$ cat src/rtl/k_means_point_loader_if.sv
// Point stream and RAM write bus shared by the k-means point loader and its neighbours.
// The slave side is the loader; the master side is whatever feeds points and watches the RAM pins.
interface k_means_point_loader_if #(
    parameter int dataWidth    = 91,
    parameter int addrWidth    = 9,
    parameter int ram_word_len = 50
);
    logic                    pt_valid;
    logic [dataWidth-1:0]    pt_data;
    logic                    pt_ready;
    logic [addrWidth-1:0]    ram_addr;
    logic                    ram_csb;
    logic                    ram_web;
    logic                    ram_oeb;
    logic [ram_word_len-1:0] ram1_data;
    logic [ram_word_len-1:0] ram2_data;

    modport slave (
        input  pt_valid, pt_data,
        output pt_ready, ram_addr, ram_csb, ram_web, ram_oeb, ram1_data, ram2_data
    );

    modport master (
        output pt_valid, pt_data,
        input  pt_ready, ram_addr, ram_csb, ram_web, ram_oeb, ram1_data, ram2_data
    );
endinterface

$ cat src/rtl/k_means_point_loader.sv
// Streams points into the two k-means RAMs at consecutive (wrapping) addresses, reports the
// address range to the controller and optionally fires go_core once the last write is issued.
module k_means_point_loader #(
    parameter int dataWidth    = 91,
    parameter int addrWidth    = 9,
    parameter int ram_word_len = 50,
    parameter int count_width  = 10
) (
    input  logic                   clk,
    input  logic                   rst,
    input  logic                   start,
    input  logic                   auto_go,
    input  logic [addrWidth-1:0]   base_addr,
    input  logic [count_width-1:0] num_points,
    k_means_point_loader_if.slave  bus,
    output logic [addrWidth-1:0]   first_ram_addr,
    output logic [addrWidth-1:0]   last_ram_addr,
    output logic                   busy,
    output logic                   done,
    output logic                   go_core,
    output logic                   err
);

    localparam logic [1:0] IDLE = 2'd0;
    localparam logic [1:0] LOAD = 2'd1;
    localparam logic [1:0] DONE = 2'd2;

    localparam logic [count_width-1:0] MAX_POINTS = count_width'(1 << addrWidth);
    localparam int HI_W  = dataWidth - ram_word_len;
    localparam int PAD_W = ram_word_len - HI_W;

    // Lower RAM word: the first ram_word_len bits of the point.
    function automatic logic [ram_word_len-1:0] lo_word(input logic [dataWidth-1:0] pt);
        return pt[ram_word_len-1:0];
    endfunction

    // Upper RAM word: the remaining bits, zero-extended to a full RAM word.
    function automatic logic [ram_word_len-1:0] hi_word(input logic [dataWidth-1:0] pt);
        return {{PAD_W{1'b0}}, pt[dataWidth-1:ram_word_len]};
    endfunction

    logic [1:0]             state;
    logic [addrWidth-1:0]   wr_ptr;
    logic [count_width-1:0] k_cnt;
    logic [count_width-1:0] last_k;
    logic                   auto_go_r;

    logic                   start_ok_p0;
    logic                   start_bad_p0;
    logic                   xfer_p0;

    logic                   vld_p1;
    logic [addrWidth-1:0]   ram_addr_p1;
    logic [ram_word_len-1:0] ram1_data_p1;
    logic [ram_word_len-1:0] ram2_data_p1;

    assign start_ok_p0  = (state == IDLE) && start &&
                          (num_points != '0) && (num_points <= MAX_POINTS);
    assign start_bad_p0 = (state == IDLE) && start && !start_ok_p0;
    assign xfer_p0      = bus.pt_valid && bus.pt_ready;

    assign bus.pt_ready  = (state == LOAD);
    assign busy          = (state != IDLE);
    assign done          = (state == DONE);
    assign go_core       = (state == DONE) && auto_go_r;

    // Stage p0 -> p1: RAM pins driven from the registered transfer.
    assign bus.ram_addr  = ram_addr_p1;
    assign bus.ram_csb   = ~vld_p1;
    assign bus.ram_web   = ~vld_p1;
    assign bus.ram_oeb   = 1'b1;
    assign bus.ram1_data = ram1_data_p1;
    assign bus.ram2_data = ram2_data_p1;

    // Load sequencing: latch the job on a legal start, count transfers, finish after the last one.
    always_ff @(posedge clk or posedge rst) begin
        if (rst) begin
            state          <= IDLE;
            wr_ptr         <= '0;
            k_cnt          <= '0;
            last_k         <= '0;
            auto_go_r      <= 1'b0;
            first_ram_addr <= '0;
            last_ram_addr  <= '0;
            err            <= 1'b0;
        end else begin
            err <= start_bad_p0;
            case (state)
                IDLE: begin
                    if (start_ok_p0) begin
                        state          <= LOAD;
                        wr_ptr         <= base_addr;
                        k_cnt          <= '0;
                        last_k         <= num_points - count_width'(1);
                        auto_go_r      <= auto_go;
                        first_ram_addr <= base_addr;
                        // A 512-point load truncates to 0 here, giving base-1 mod 512 as required.
                        last_ram_addr  <= base_addr + num_points[addrWidth-1:0] - addrWidth'(1);
                    end
                end
                LOAD: begin
                    if (xfer_p0) begin
                        wr_ptr <= wr_ptr + addrWidth'(1);
                        k_cnt  <= k_cnt + count_width'(1);
                        if (k_cnt == last_k) begin
                            state <= DONE;
                        end
                    end
                end
                default: begin
                    state <= IDLE;
                end
            endcase
        end
    end

    // Write register: capture the accepted point and its address; strobe only on a transfer.
    always_ff @(posedge clk or posedge rst) begin
        if (rst) begin
            vld_p1       <= 1'b0;
            ram_addr_p1  <= '0;
            ram1_data_p1 <= '0;
            ram2_data_p1 <= '0;
        end else begin
            vld_p1 <= xfer_p0;
            if (xfer_p0) begin
                ram_addr_p1  <= wr_ptr;
                ram1_data_p1 <= lo_word(bus.pt_data);
                ram2_data_p1 <= hi_word(bus.pt_data);
            end
        end
    end

endmodule
$ cat src/flat_wrapper.sv
// flat-port wrapper written by rule: the top's interface ports become plain ports
module k_means_point_loader_flat 
#(
    parameter int dataWidth    = 91,
    parameter int addrWidth    = 9,
    parameter int ram_word_len = 50,
    parameter int count_width  = 10
)
  (clk, rst, start, auto_go, base_addr, num_points, first_ram_addr, last_ram_addr, busy, done, go_core, err, bus_pt_valid, bus_pt_data, bus_pt_ready, bus_ram_addr, bus_ram_csb, bus_ram_web, bus_ram_oeb, bus_ram1_data, bus_ram2_data);
  k_means_point_loader_if #(.dataWidth(dataWidth), .addrWidth(addrWidth), .ram_word_len(ram_word_len)) bus_i ();
  input  logic clk;
  input  logic rst;
  input  logic start;
  input  logic auto_go;
  input  logic [addrWidth-1:0] base_addr;
  input  logic [count_width-1:0] num_points;
  output logic [addrWidth-1:0] first_ram_addr;
  output logic [addrWidth-1:0] last_ram_addr;
  output logic busy;
  output logic done;
  output logic go_core;
  output logic err;
  input wire logic [$bits(bus_i.pt_valid)-1:0] bus_pt_valid;
  input wire logic [$bits(bus_i.pt_data)-1:0] bus_pt_data;
  output wire logic [$bits(bus_i.pt_ready)-1:0] bus_pt_ready;
  output wire logic [$bits(bus_i.ram_addr)-1:0] bus_ram_addr;
  output wire logic [$bits(bus_i.ram_csb)-1:0] bus_ram_csb;
  output wire logic [$bits(bus_i.ram_web)-1:0] bus_ram_web;
  output wire logic [$bits(bus_i.ram_oeb)-1:0] bus_ram_oeb;
  output wire logic [$bits(bus_i.ram1_data)-1:0] bus_ram1_data;
  output wire logic [$bits(bus_i.ram2_data)-1:0] bus_ram2_data;
  assign bus_i.pt_valid = bus_pt_valid;
  assign bus_i.pt_data = bus_pt_data;
  assign bus_pt_ready = bus_i.pt_ready;
  assign bus_ram_addr = bus_i.ram_addr;
  assign bus_ram_csb = bus_i.ram_csb;
  assign bus_ram_web = bus_i.ram_web;
  assign bus_ram_oeb = bus_i.ram_oeb;
  assign bus_ram1_data = bus_i.ram1_data;
  assign bus_ram2_data = bus_i.ram2_data;
  k_means_point_loader #(.dataWidth(dataWidth), .addrWidth(addrWidth), .ram_word_len(ram_word_len), .count_width(count_width)) u_core (.clk(clk), .rst(rst), .start(start), .auto_go(auto_go), .base_addr(base_addr), .num_points(num_points), .bus(bus_i), .first_ram_addr(first_ram_addr), .last_ram_addr(last_ram_addr), .busy(busy), .done(done), .go_core(go_core), .err(err));
endmodule
$ cat config.mk
export PLATFORM = sky130hd
export DESIGN_NAME = k_means_point_loader_flat
export DESIGN_NICKNAME = d
export VERILOG_FILES = /design/src/rtl/k_means_point_loader_if.sv /design/src/rtl/k_means_point_loader.sv /design/src/flat_wrapper.sv
export SDC_FILE = /design/constraint.sdc
export NUM_CORES = 1
export LEC_CHECK = 0
export CORE_UTILIZATION = 41
export CTS_CLUSTER_SIZE = 30
export DETAILED_ROUTE_END_ITERATION = 16
export PLACE_DENSITY = 0.78
export SETUP_SLACK_MARGIN = 0.1
export SKIP_LAST_GASP = 1
export SLEW_MARGIN = 20
export SYNTH_ARGS = -nofsm -noshare
export SYNTH_HDL_FRONTEND = slang
export SYNTH_SLANG_ARGS = --single-unit
$ cat constraint.sdc
create_clock -name clk -period 4.8 [get_ports clk]
set_input_delay 0.48 -clock clk [delete_from_list [all_inputs] [get_ports clk]]
set_output_delay 0.48 -clock clk [all_outputs]
set_load 0.01 [all_outputs]
==> reports/metrics.yaml <==
outcome: "finished, final reports clean"
overflow: 0
netlist_instances: 561
synth_edf_count: 0
relSlewSlack: 0.426
drcViolationCount: 0
skew_ns: 0.00580
hold_viol_final: 0
antenna_left: 0
routabilityCongestion: 0.912
cpMaxStageDelayCell: "nand2_1"
start_kind: "flip-flop"
clock_path_buffers: 2
path_class: "flip-flop to flip-flop"
fp.dieW_um: 131
drtIter0Drc: 214
max-cap-violations: 0
grt_use_total: 0.192
power_density_nw_per_um2: 532
crit_required_ns: 5.10
drt_wl_total_um: 16200
setup_viol_count_final: 0
rsz0062_at_grt: "no"
vdd_drop_max_v: 0.000295
cts_htree_levels: 4
fp.coreArea_um2: 16100
synth-seq-area-share: 0.558
stdcell_area_um2: 9950
drv_slew: 0
cts_sinks: 152
cts_resized: 0
final_cell_mix: "239 x clkdlybuf4s50_1, 152 x dfrtp_1, 103 x mux2_2"
ys_warn_count: 0
tns_ns: 0
drt_first_pass_iters: 4
mostFrequentLayoutCell: "clkdlybuf4s50_1"
via_count: 5055
fillerInstances: 1232
cp_top_family: "simple AND/OR/NAND/NOR gates"
critPathCaptureType: "flip-flop"
cts-buffers-inserted: 17
synthArstFlopShare: 1.00
hpwl_um: 12000
root_buffer: "clkbuf_16"
antenna_found_initial: 0
fmax_mhz: 329
cellLeakagePower_nw: 4.25
num_rows: 46
tightest_slew_ns: 0.862
layout.nets: 935
io_pins: 250
ys.flop_type: "dfrtp_1"
grt_start_max_net_pins: 97
portBuffers: 239
placed_area_um2: 9380
worst-path-buf-inv: 3
fin_crit_sh: 0.634
vias_per_cell: 4.92
cp_max_fo: 24
grt_pass1_vias: 5068
clk_pin_slew_worst_paths_ns: 0.06
start_util: 0.425
antenna_cells: 0
die_area_um2: 17200
post_drt_wl_per_cell_um: 15.8
layout-drive-gt1-share: 0.185
syn-cell-area_um2: 6820
fp.dieH_um: 131
slowest_delay_ns: 0.57
arrival_ns: 3.34
cts_setup_buffers: 0
syn_to_final_growth_pct: 45.9
ctsHoldBuffers: 0
synth.distinct_cells: 52
crit_chain: "nand2b_2 > inv_2 > nand2_1 > clkinv_2 > nor3_2 > buf_4 > a21oi_1 > o2bb2a_1"
synth_seq_cells: 152
grt_pass1_wl_um: 25300
clock_latency_ns: 0.42
tritoncts: "yes"
avgSynthCellArea_um2: 12.2
min_path_type: "flip-flop to flip-flop"
post-route-min-period_ns: 3.04
-- Yosys cell counts (2+ instances only) --
| library cell | n | area share |
|---|---|---|
| a211oi_1 | 2 | 0.0022 |
| a21oi_1 | 12 | 0.0088 |
| a31oi_1 | 4 | 0.0037 |
| and3_1 | 4 | 0.0037 |
| buf_2 | 14 | 0.010 |
| buf_4 | 13 | 0.014 |
| clkbuf_1 | 5 | 0.0028 |
| conb_1 | 2 | 0.0011 |
| dfrtp_1 | 152 | 0.56 |
| ha_1 | 19 | 0.035 |
| inv_1 | 36 | 0.020 |
| inv_2 | 2 | 0.0011 |
| mux2_1 | 2 | 0.0033 |
| mux2_2 | 103 | 0.17 |
| mux2i_1 | 3 | 0.0044 |
| nand2_1 | 47 | 0.026 |
| nand3_1 | 10 | 0.0073 |
| nor2_1 | 26 | 0.014 |
| nor2b_1 | 2 | 0.0018 |
| nor3_1 | 5 | 0.0037 |
| nor3_2 | 2 | 0.0029 |
| nor4_1 | 3 | 0.0028 |
| o21a_1 | 2 | 0.0022 |
| o21ai_0 | 27 | 0.020 |
| o21ai_1 | 7 | 0.0051 |
| o22a_1 | 5 | 0.0064 |
| o22ai_1 | 3 | 0.0028 |
| o2bb2a_1 | 2 | 0.0029 |
| o31ai_1 | 3 | 0.0033 |
| or2_2 | 2 | 0.0018 |
| xnor2_1 | 12 | 0.015 |
| xor2_1 | 10 | 0.013 |
-- sequential cells by signal (all words and copies together) (netlist names) --
register / count
u_core.bus.ram1_data: 50
u_core.bus.ram2_data: 41
u_core.k_cnt: 10
u_core.last_k: 10
u_core.bus.ram_addr: 9
u_core.first_ram_addr: 9
u_core.last_ram_addr: 9
u_core.wr_ptr: 9
u_core.state: 2
u_core.auto_go_r: 1
u_core.err: 1
u_core.vld_p1: 1
-- metrics by stage --
stage	total power [mW]	instances	setup slack (ns)	hold WS, ns	util
global placement	3.97	997	1.90	0.469	0.584
floorplan	3.01	569	0.227	0.469	-
finish	5.29	1028	1.76	0.479	0.620
CTS	5.34	1028	1.76	0.488	0.620
global route	5.60	1028	1.49	0.519	0.620
detailed placement	4.05	997	1.76	0.475	0.584
-- power breakdown --
part           switching (mW)  internal (mW)
clock                   0.499          0.778
combinational           0.809           1.15
sequential              0.314           1.74
total                    1.62           3.67
-- cell type report --
class	instances	area [um2]	area share
clock buffers	24	502	0.0504
clock inverters	7	66.3	0.00666
inverters	38	149	0.0150
multi-input cells	347	2720	0.273
flip-flops and latches	152	3800	0.382
well taps	216	270	0.0272
repair buffers	244	2440	0.245
-- metal layers --
metal  global-route usage  up-vias  share of wire
met5                    0        -              0
met4               0.0696        0          0.019
met3               0.0517       25          0.066
met2                0.316      203           0.48
met1                0.244     2434           0.43
li1                     -     2393              -
-- path summary, 6_finish.rpt --
| path | from | end | slack (ns) | cells after the start |
|---|---|---|---|---|
| max in group asynchronous | rst | u_core.first_ram_addr[7]$_DFFE_PP0P_ | 3.25 | 3 |
| max | u_core.state[1]$_DFFE_PP0P_ | u_core.wr_ptr[3]$_DFFE_PP0P_ | 1.76 | 8 |
| min reg2reg | u_core.last_ram_addr[5]$_DFFE_PP0P_ | u_core.last_ram_addr[5]$_DFFE_PP0P_ | 0.48 | 2 |
| max reg2reg | u_core.state[1]$_DFFE_PP0P_ | u_core.wr_ptr[3]$_DFFE_PP0P_ | 1.76 | 8 |
| min | u_core.last_ram_addr[5]$_DFFE_PP0P_ | u_core.last_ram_addr[5]$_DFFE_PP0P_ | 0.48 | 2 |
| min in group asynchronous | rst | u_core.bus.ram1_data[9]$_DFFE_PP0P_ | 0.61 | 2 |
-- worst register-to-register path, delay by kind of cell (launching register included) --
kind,cells,cell delay [ns]
buffers and inverters,3,0.93
and+or+nand+nor,3,1.21
DFF,1,0.41
AOI/OAI and AO/OA,2,0.38
-- cell families (layout without fill, tap and decap cells) --
family          count (synthesis)  after routing  synth area share
flops                         152            152             0.558
simple gates                  111            111            0.0778
mux                           108            108             0.178
compound gates                 76             76            0.0712
buf+inv                        70            313            0.0483
xor+xnor                       22             22            0.0283
fa+ha+maj                      20             20            0.0378
other cells                     2             10           0.00110
Note: power is estimated with default switching activity, not from simulation.
